--- src/rtl/uart_rx_data_sampler_if.sv ---
// Bundle of the serial input, control and status signals between the
// oversampling front end and its neighbours in the UART receive path.
// The master drives the line/control inputs; the slave is the sampler.
interface uart_rx_data_sampler_if #(
  parameter int PRESCALE_W = 6,
  parameter int CNT_W      = 4
);
  logic                  rx_in;
  logic                  en_in;
  logic [PRESCALE_W-1:0] prescale_in;
  logic                  sampled_bit_out;
  logic                  sample_valid_out;
  logic [PRESCALE_W-1:0] edge_cnt_out;
  logic [CNT_W-1:0]      bit_cnt_out;
  logic                  bit_done_out;
  logic                  frame_done_out;
  logic                  start_glitch_out;
  logic                  cfg_err_out;

  modport master (
    output rx_in, en_in, prescale_in,
    input  sampled_bit_out, sample_valid_out, edge_cnt_out, bit_cnt_out,
    input  bit_done_out, frame_done_out, start_glitch_out, cfg_err_out
  );

  modport slave (
    input  rx_in, en_in, prescale_in,
    output sampled_bit_out, sample_valid_out, edge_cnt_out, bit_cnt_out,
    output bit_done_out, frame_done_out, start_glitch_out, cfg_err_out
  );
endinterface

--- src/rtl/uart_rx_data_sampler.sv ---
// UART receive oversampling front end. Counts oversampling edges within a
// bit and bits within a frame, takes three samples around the bit centre
// and majority-votes them. Strobes are gated by en_in so nothing leaks out
// while the RX FSM has sampling disabled.
module uart_rx_data_sampler #(
  parameter int PRESCALE_W = 6,
  parameter int FRAME_BITS = 11,
  parameter int CNT_W      = 4
) (
  input  logic                   clk,
  input  logic                   reset_n,
  uart_rx_data_sampler_if.slave  bus
);

  // Effective oversampling ratio; illegal settings fall back to 8.
  logic                  cfg_legal;
  logic [PRESCALE_W-1:0] p_eff;
  logic [PRESCALE_W-1:0] p_last;
  logic [PRESCALE_W-1:0] p_half;

  // Counters.
  logic [PRESCALE_W-1:0] edge_cnt_q, edge_cnt_d;
  logic [CNT_W-1:0]      bit_cnt_q, bit_cnt_d;
  logic                  edge_last;
  logic                  bit_last;

  // Sampling and strobe state.
  logic                  s0_q, s1_q;
  logic                  sampled_bit_q;
  logic                  valid_q, valid_d;
  logic                  glitch_q, glitch_d;
  logic                  at_s0, at_s1, at_vote;
  logic                  vote;

  // Decode the prescale setting into the ratio actually used.
  always_comb begin
    cfg_legal = (bus.prescale_in == PRESCALE_W'(8))  ||
                (bus.prescale_in == PRESCALE_W'(16)) ||
                (bus.prescale_in == PRESCALE_W'(32));
    p_eff     = cfg_legal ? bus.prescale_in : PRESCALE_W'(8);
    p_last    = p_eff - PRESCALE_W'(1);
    p_half    = p_eff >> 1;
  end

  // Wrap decodes use >= so a ratio change mid-bit cannot strand a counter
  // above its new terminal value.
  always_comb begin
    edge_last = (edge_cnt_q >= p_last);
    bit_last  = (bit_cnt_q >= CNT_W'(FRAME_BITS - 1));
  end

  // Next-state for the edge and bit counters; disabled means cleared.
  always_comb begin
    edge_cnt_d = edge_cnt_q;
    bit_cnt_d  = bit_cnt_q;
    if (!bus.en_in) begin
      edge_cnt_d = '0;
      bit_cnt_d  = '0;
    end else if (edge_last) begin
      edge_cnt_d = '0;
      bit_cnt_d  = bit_last ? '0 : bit_cnt_q + CNT_W'(1);
    end else begin
      edge_cnt_d = edge_cnt_q + PRESCALE_W'(1);
    end
  end

  // Sample points: two early samples, then the vote uses the live line as
  // the third sample so the result is visible one clock later.
  always_comb begin
    at_s0    = bus.en_in && (edge_cnt_q == p_half - PRESCALE_W'(2));
    at_s1    = bus.en_in && (edge_cnt_q == p_half - PRESCALE_W'(1));
    at_vote  = bus.en_in && (edge_cnt_q == p_half);
    vote     = (s0_q & s1_q) | (s0_q & bus.rx_in) | (s1_q & bus.rx_in);
    valid_d  = at_vote;
    glitch_d = at_vote && (bit_cnt_q == '0) && vote;
  end

  // Edge and bit counter registers.
  always_ff @(posedge clk or negedge reset_n) begin
    if (!reset_n) begin
      edge_cnt_q <= '0;
      bit_cnt_q  <= '0;
    end else begin
      edge_cnt_q <= edge_cnt_d;
      bit_cnt_q  <= bit_cnt_d;
    end
  end

  // Capture the early samples and the voted bit; the voted bit holds while
  // disabled so downstream logic keeps seeing the last received value.
  always_ff @(posedge clk or negedge reset_n) begin
    if (!reset_n) begin
      s0_q          <= 1'b0;
      s1_q          <= 1'b0;
      sampled_bit_q <= 1'b1;
    end else begin
      if (at_s0)   s0_q          <= bus.rx_in;
      if (at_s1)   s1_q          <= bus.rx_in;
      if (at_vote) sampled_bit_q <= vote;
    end
  end

  // One-cycle valid and false-start strobes following the vote edge.
  always_ff @(posedge clk or negedge reset_n) begin
    if (!reset_n) begin
      valid_q  <= 1'b0;
      glitch_q <= 1'b0;
    end else begin
      valid_q  <= valid_d;
      glitch_q <= glitch_d;
    end
  end

  // Output drive; all strobes are qualified by the enable so that a
  // falling en_in suppresses anything pending.
  always_comb begin
    bus.sampled_bit_out  = sampled_bit_q;
    bus.sample_valid_out = valid_q & bus.en_in;
    bus.start_glitch_out = glitch_q & bus.en_in;
    bus.edge_cnt_out     = edge_cnt_q;
    bus.bit_cnt_out      = bit_cnt_q;
    bus.bit_done_out     = bus.en_in & edge_last;
    bus.frame_done_out   = bus.en_in & edge_last & bit_last;
    bus.cfg_err_out      = ~cfg_legal;
  end

endmodule

--- src/flat_wrapper.sv ---
// flat-port wrapper written by rule: the top's interface ports become plain ports
module uart_rx_data_sampler_flat 
#(
  parameter int PRESCALE_W = 6,
  parameter int FRAME_BITS = 11,
  parameter int CNT_W      = 4
)
  (clk, reset_n, bus_rx_in, bus_en_in, bus_prescale_in, bus_sampled_bit_out, bus_sample_valid_out, bus_edge_cnt_out, bus_bit_cnt_out, bus_bit_done_out, bus_frame_done_out, bus_start_glitch_out, bus_cfg_err_out);
  uart_rx_data_sampler_if #(.PRESCALE_W(PRESCALE_W), .CNT_W(CNT_W)) bus_i ();
  input  logic clk;
  input  logic reset_n;
  input wire logic [$bits(bus_i.rx_in)-1:0] bus_rx_in;
  input wire logic [$bits(bus_i.en_in)-1:0] bus_en_in;
  input wire logic [$bits(bus_i.prescale_in)-1:0] bus_prescale_in;
  output wire logic [$bits(bus_i.sampled_bit_out)-1:0] bus_sampled_bit_out;
  output wire logic [$bits(bus_i.sample_valid_out)-1:0] bus_sample_valid_out;
  output wire logic [$bits(bus_i.edge_cnt_out)-1:0] bus_edge_cnt_out;
  output wire logic [$bits(bus_i.bit_cnt_out)-1:0] bus_bit_cnt_out;
  output wire logic [$bits(bus_i.bit_done_out)-1:0] bus_bit_done_out;
  output wire logic [$bits(bus_i.frame_done_out)-1:0] bus_frame_done_out;
  output wire logic [$bits(bus_i.start_glitch_out)-1:0] bus_start_glitch_out;
  output wire logic [$bits(bus_i.cfg_err_out)-1:0] bus_cfg_err_out;
  assign bus_i.rx_in = bus_rx_in;
  assign bus_i.en_in = bus_en_in;
  assign bus_i.prescale_in = bus_prescale_in;
  assign bus_sampled_bit_out = bus_i.sampled_bit_out;
  assign bus_sample_valid_out = bus_i.sample_valid_out;
  assign bus_edge_cnt_out = bus_i.edge_cnt_out;
  assign bus_bit_cnt_out = bus_i.bit_cnt_out;
  assign bus_bit_done_out = bus_i.bit_done_out;
  assign bus_frame_done_out = bus_i.frame_done_out;
  assign bus_start_glitch_out = bus_i.start_glitch_out;
  assign bus_cfg_err_out = bus_i.cfg_err_out;
  uart_rx_data_sampler #(.PRESCALE_W(PRESCALE_W), .FRAME_BITS(FRAME_BITS), .CNT_W(CNT_W)) u_core (.clk(clk), .reset_n(reset_n), .bus(bus_i));
endmodule
--- config.mk ---
export PLATFORM = sky130hd
export DESIGN_NAME = uart_rx_data_sampler_flat
export DESIGN_NICKNAME = d
export VERILOG_FILES = /design/src/rtl/uart_rx_data_sampler_if.sv /design/src/rtl/uart_rx_data_sampler.sv /design/src/flat_wrapper.sv
export SDC_FILE = /design/constraint.sdc
export NUM_CORES = 1
export LEC_CHECK = 0
export ABC_AREA = 1
export CAP_MARGIN = 20
export CELL_PAD_IN_SITES_DETAIL_PLACEMENT = 0
export CELL_PAD_IN_SITES_GLOBAL_PLACEMENT = 1
export CORE_ASPECT_RATIO = 1.25
export CORE_MARGIN = 5
export CORE_UTILIZATION = 34
export CTS_BUF_LIST = sky130_fd_sc_hd__clkbuf_8
export CTS_CLUSTER_DIAMETER = 80
export DETAILED_ROUTE_END_ITERATION = 10
export GPL_ROUTABILITY_DRIVEN = 0
export GPL_TIMING_DRIVEN = 0
export HOLD_SLACK_MARGIN = 0.06
export PLACE_DENSITY = 0.82
export SYNTH_ARGS = -nofsm -noshare
export SYNTH_HDL_FRONTEND = slang
export SYNTH_SLANG_ARGS = --single-unit
--- constraint.sdc ---
create_clock -name clk -period 2.94 [get_ports clk]
set_input_delay 0.588 -clock clk [delete_from_list [all_inputs] [get_ports clk]]
set_output_delay 0.588 -clock clk [all_outputs]
set_load 0.03 [all_outputs]
==> results of run 1 <==
==> registers in the layout, indices dropped and copies added, names as in the netlist <==
name,count
u_core.bus.bit_cnt_out,4
u_core.valid_q,1
u_core.s1_q,1
u_core.glitch_q,1
u_core.s0_q,1
u_core.bus.sampled_bit_out,1
u_core.bus.edge_cnt_out,6
==> final cells by class <==
| cell class | count | area [µm²] | share of cell area |
|---|---|---|---|
| repair buffers | 36 | 350 | 0.197 |
| inverters | 31 | 124 | 0.0697 |
| well taps | 39 | 48.8 | 0.0274 |
| multi-input cells | 125 | 830 | 0.467 |
| clock inverters | 1 | 3.75 | 0.00211 |
| clock buffers | 3 | 41.3 | 0.0232 |
| plain buffers | 1 | 3.75 | 0.00211 |
| flip-flops and latches | 15 | 377 | 0.212 |
==> layer usage <==
metal  track usage  routed length, µm  up-vias
met5             0                  0        -
met4        0.0437                 52        0
met3        0.0146                 82        6
met2         0.228               1470       24
met1         0.153               1350      551
li1              -                  -      617
==> worst paths after layout <==
path	startpoint	end	slack (ns)
setup / recovery	bus_prescale_in[5]	bus_frame_done_out	-0.15
hold / removal	u_core.bus.sampled_bit_out	u_core.bus.sampled_bit_out	0.47
setup reg to reg	u_core.bus.edge_cnt_out[0]	u_core.bus.bit_cnt_out[0]	0.96
hold reg to reg	u_core.bus.sampled_bit_out	u_core.bus.sampled_bit_out	0.47
max in group asynchronous	reset_n	u_core.bus.edge_cnt_out[3]	1.76
min in group asynchronous	reset_n	u_core.s1_q	0.75
==> cell usage in the layout, fill, tap and decap left out, drive strengths merged <==
cell	instances
inv	32
o22ai	1
xnor2	1
maj3	1
o21ai	9
ha	14
nand2	32
xor2	9
dfrtp	14
conb	7
nand3	19
buf	19
nor4	1
clkbuf	4
nand3b	1
o311ai	1
nor2	18
clkdlybuf4s50	17
nand4	1
o31ai	1
o21a	1
a21oi	5
nor3	3
dfstp	1
==> repair_timing <==
item	4_1_cts	5_1_grt
buffers inserted	8	3
gates resized for setup	64	7
endpoints found under the setup margin	12	2
pin swaps	13	9
hold buffers	0	0
==> logic make-up (layout without fill, tap and decap cells) <==
logic type,Yosys count,after routing,synth area share
AND/OR/NAND/NOR,75,75,0.285
buffers and inverters,32,72,0.0984
AO/OA/AOI/OAI,18,18,0.0820
adder cells (fa/ha/maj),15,15,0.152
flip-flops,15,15,0.308
XOR/XNOR,10,10,0.0717
other,1,7,0.00307
==> worst max-delay path: stages <==
cell	delay [ns]
sky130_fd_sc_hd__buf_6	0.10
sky130_fd_sc_hd__nor2_2	0.17
sky130_fd_sc_hd__nor2_4	0.05
sky130_fd_sc_hd__nand2_4	0.08
sky130_fd_sc_hd__inv_4	0.04
sky130_fd_sc_hd__ha_4	0.16
sky130_fd_sc_hd__inv_4	0.05
sky130_fd_sc_hd__a21oi_2	0.03
sky130_fd_sc_hd__xor2_1	0.14
sky130_fd_sc_hd__ha_1	0.28
sky130_fd_sc_hd__nand2_2	0.08
sky130_fd_sc_hd__o21a_1	0.21
sky130_fd_sc_hd__o311ai_4	0.10
sky130_fd_sc_hd__nand2_2	0.15
sky130_fd_sc_hd__nor2_4	0.13
sky130_fd_sc_hd__buf_6	0.13
==> where the power goes <==
group / internal, mW / total, mW / switching (mW)
combinational: 0.106 / 0.249 / 0.143
clock: 0.0922 / 0.160 / 0.0675
sequential: 0.240 / 0.266 / 0.0256
==> synthesized netlist by cell type <==
| cell | number | area share |
|---|---|---|
| sky130_fd_sc_hd__a21oi_1 | 5 | 0.020 |
| sky130_fd_sc_hd__clkbuf_1 | 1 | 0.0031 |
| sky130_fd_sc_hd__conb_1 | 1 | 0.0031 |
| sky130_fd_sc_hd__dfrtp_1 | 14 | 0.29 |
| sky130_fd_sc_hd__dfstp_2 | 1 | 0.022 |
| sky130_fd_sc_hd__ha_1 | 14 | 0.14 |
| sky130_fd_sc_hd__inv_1 | 31 | 0.095 |
| sky130_fd_sc_hd__maj3_1 | 1 | 0.0082 |
| sky130_fd_sc_hd__nand2_1 | 28 | 0.086 |
| sky130_fd_sc_hd__nand2_2 | 2 | 0.010 |
| sky130_fd_sc_hd__nand2_4 | 2 | 0.018 |
| sky130_fd_sc_hd__nand3_1 | 19 | 0.078 |
| sky130_fd_sc_hd__nand3b_1 | 1 | 0.0061 |
| sky130_fd_sc_hd__nand4_1 | 1 | 0.0051 |
| sky130_fd_sc_hd__nor2_1 | 16 | 0.049 |
| sky130_fd_sc_hd__nor2_2 | 2 | 0.010 |
| sky130_fd_sc_hd__nor3_1 | 2 | 0.0082 |
| sky130_fd_sc_hd__nor3_2 | 1 | 0.0082 |
| sky130_fd_sc_hd__nor4_1 | 1 | 0.0051 |
| sky130_fd_sc_hd__o21a_1 | 1 | 0.0061 |
| sky130_fd_sc_hd__o21ai_0 | 7 | 0.029 |
| sky130_fd_sc_hd__o21ai_1 | 2 | 0.0082 |
| sky130_fd_sc_hd__o22ai_1 | 1 | 0.0051 |
| sky130_fd_sc_hd__o311ai_0 | 1 | 0.0072 |
| sky130_fd_sc_hd__o31ai_1 | 1 | 0.0061 |
| sky130_fd_sc_hd__xnor2_1 | 1 | 0.0072 |
| sky130_fd_sc_hd__xor2_1 | 9 | 0.065 |
==> results.md, run 1 <==
Status:
- The run finished, with violations left.
- The checks that failed: setup timing.

Finish:
- The total inserted antenna cells is 0.
- The filler cells instantiated in the layout total 361.
- Of the cells placed in the final design, the portion with a size suffix greater than 1 is 0.245.
- After routing the design area is 1780 µm².
- The number of nets in the finished design is 237.
- The number of non-filler instances in the completed layout is 251.
- The final core utilization is 0.510.
- Compared with the post-synthesis result, the final layout area differs by 45.6%.

Timing:
- The total count of hold-check failures in the final report is 0.
- Measured against its own limit, the worst slew margin works out to 0.455.
- Between clock sinks in the finished design, the worst skew comes to 0.00310 ns.
- The final setup violation count is 2.
- Of the available clock period, the critical path in the final layout requires 1.05.
- For this run, the top clock speed supported by timing is 324 MHz.
- The count of pins over their slew limit is 0.
- The actual slew at the worst max-slew pin is 0.811 ns.
- The smallest clock period supported by the final layout is computed as 3.09 ns.
- In the post-route analysis, the smallest setup slack over all paths is -0.147 ns.
- The final-layout worst hold slack is 0.474 ns.
- After routing, the total negative slack on setup checks comes to -0.262 ns.
- Setup repair after global routing could not meet its margin everywhere.

CTS:
- No sink is reached through more buffers than the 2 on the longest clock path.
- The tree built by TritonCTS fans out to 15 sinks.
- The number of clock buffers inserted by TritonCTS is 3.
- The post-CTS clock slew at the launch and capture registers of the worst setup and hold paths is 0.06 ns.
- Clock tree synthesis selected as its root buffer the cell sky130_fd_sc_hd__clkbuf_8.
- The CTS tree is done.
- The clock latency on the worst-skew pair is 0.24 ns.
- In this run the number of H-tree levels came out at 1.

Setup path:
- The path depth of the worst reg2reg path is 10.
- The worst setup path is captured at an output pin.
- The launching element type of the critical path is a primary input.
- The critical path is of the in -> out type.
- The data required time of the worst path is 2.35 ns.
- The maximum fanout along the worst path is 3.
- Data arrives at the worst endpoint at 2.50 ns.

Placed design:
- The instance area after placement is 1570 µm².
- In this run, placement finished with an instance count of 236.
- The count of buffers added on input and output ports is 25.
- The pre-CTS setup slack is -1.42 ns.
- The HPWL after detailed placement is 2120 µm.

GRT:
- The number of global-route vias before repair is 1260.
- The maximum number of pins on one net before global-route repair is 16.
- The first global-routing pass estimated 5260 µm of wire.
- The initial antenna violation count is 0.
- The total overflow reported by the global router is 0.
- The global-route total usage across every layer is 0.127.

Route:
- For this run, design rule violations remaining after detail routing come to 0.
- The total vias in the final route is 1198.
- The first TritonRoute pass finished after 4 iterations.
- The count of nets left with antenna violations once routing finished came out at 0.
- The post-detailed-route wirelength per cell is 11.8 µm.
- The DRC violation total after the first TritonRoute iteration is 16.
- The final routed wirelength across all metal layers is 2950 µm.
- In the routed layout, each cell is associated on average with a via count of 4.77.

Pwr:
- Across the VDD grid, the largest voltage drop is 0.000403 V.
- For this design the static power due to leakage is 0.912 nW.
- The areal power density over the cells is 379 nW/µm².
- The overall power is 0.674 mW.

Die:
- From left edge to right edge, the die measures 63.6 µm.
- The initialized floorplan defines 24 standard-cell rows.
- The number of placed I/O pins is 26.
- The core region is 3480 µm².
- For this configuration, the core starts out at a cell density of 0.351.
- The die covers 4900 µm².
- Measured along the y axis, the die boundary spans 77.0 µm.

Synthesis:
- In this run the cell area of the synthesized design comes to 1220 µm².
- For this run, the register share of the synthesized area comes to 0.308.
- After synthesis the netlist holds a flip-flop and latch count of 15.
- For this run, the number of Yosys warnings is 0.
- The instance count of the mapped netlist is 166.
- The synthesized area per cell is 7.36 µm².
- The netlist uses 27 different library cells.

Min path:
- In this run the worst hold path is classified as reg -> reg.
- The worst hold path passes through 2 cells.

Job:
- Max-cap violations in this run came to 0.
(Power assumes the default switching activity.)
==> run 2, diff against run 1 <==
GPL_ROUTABILITY_DRIVEN = default   (was 0)
==> results of run 2 <==
The final DEF is identical to that of run 1; final timing and power are the same.
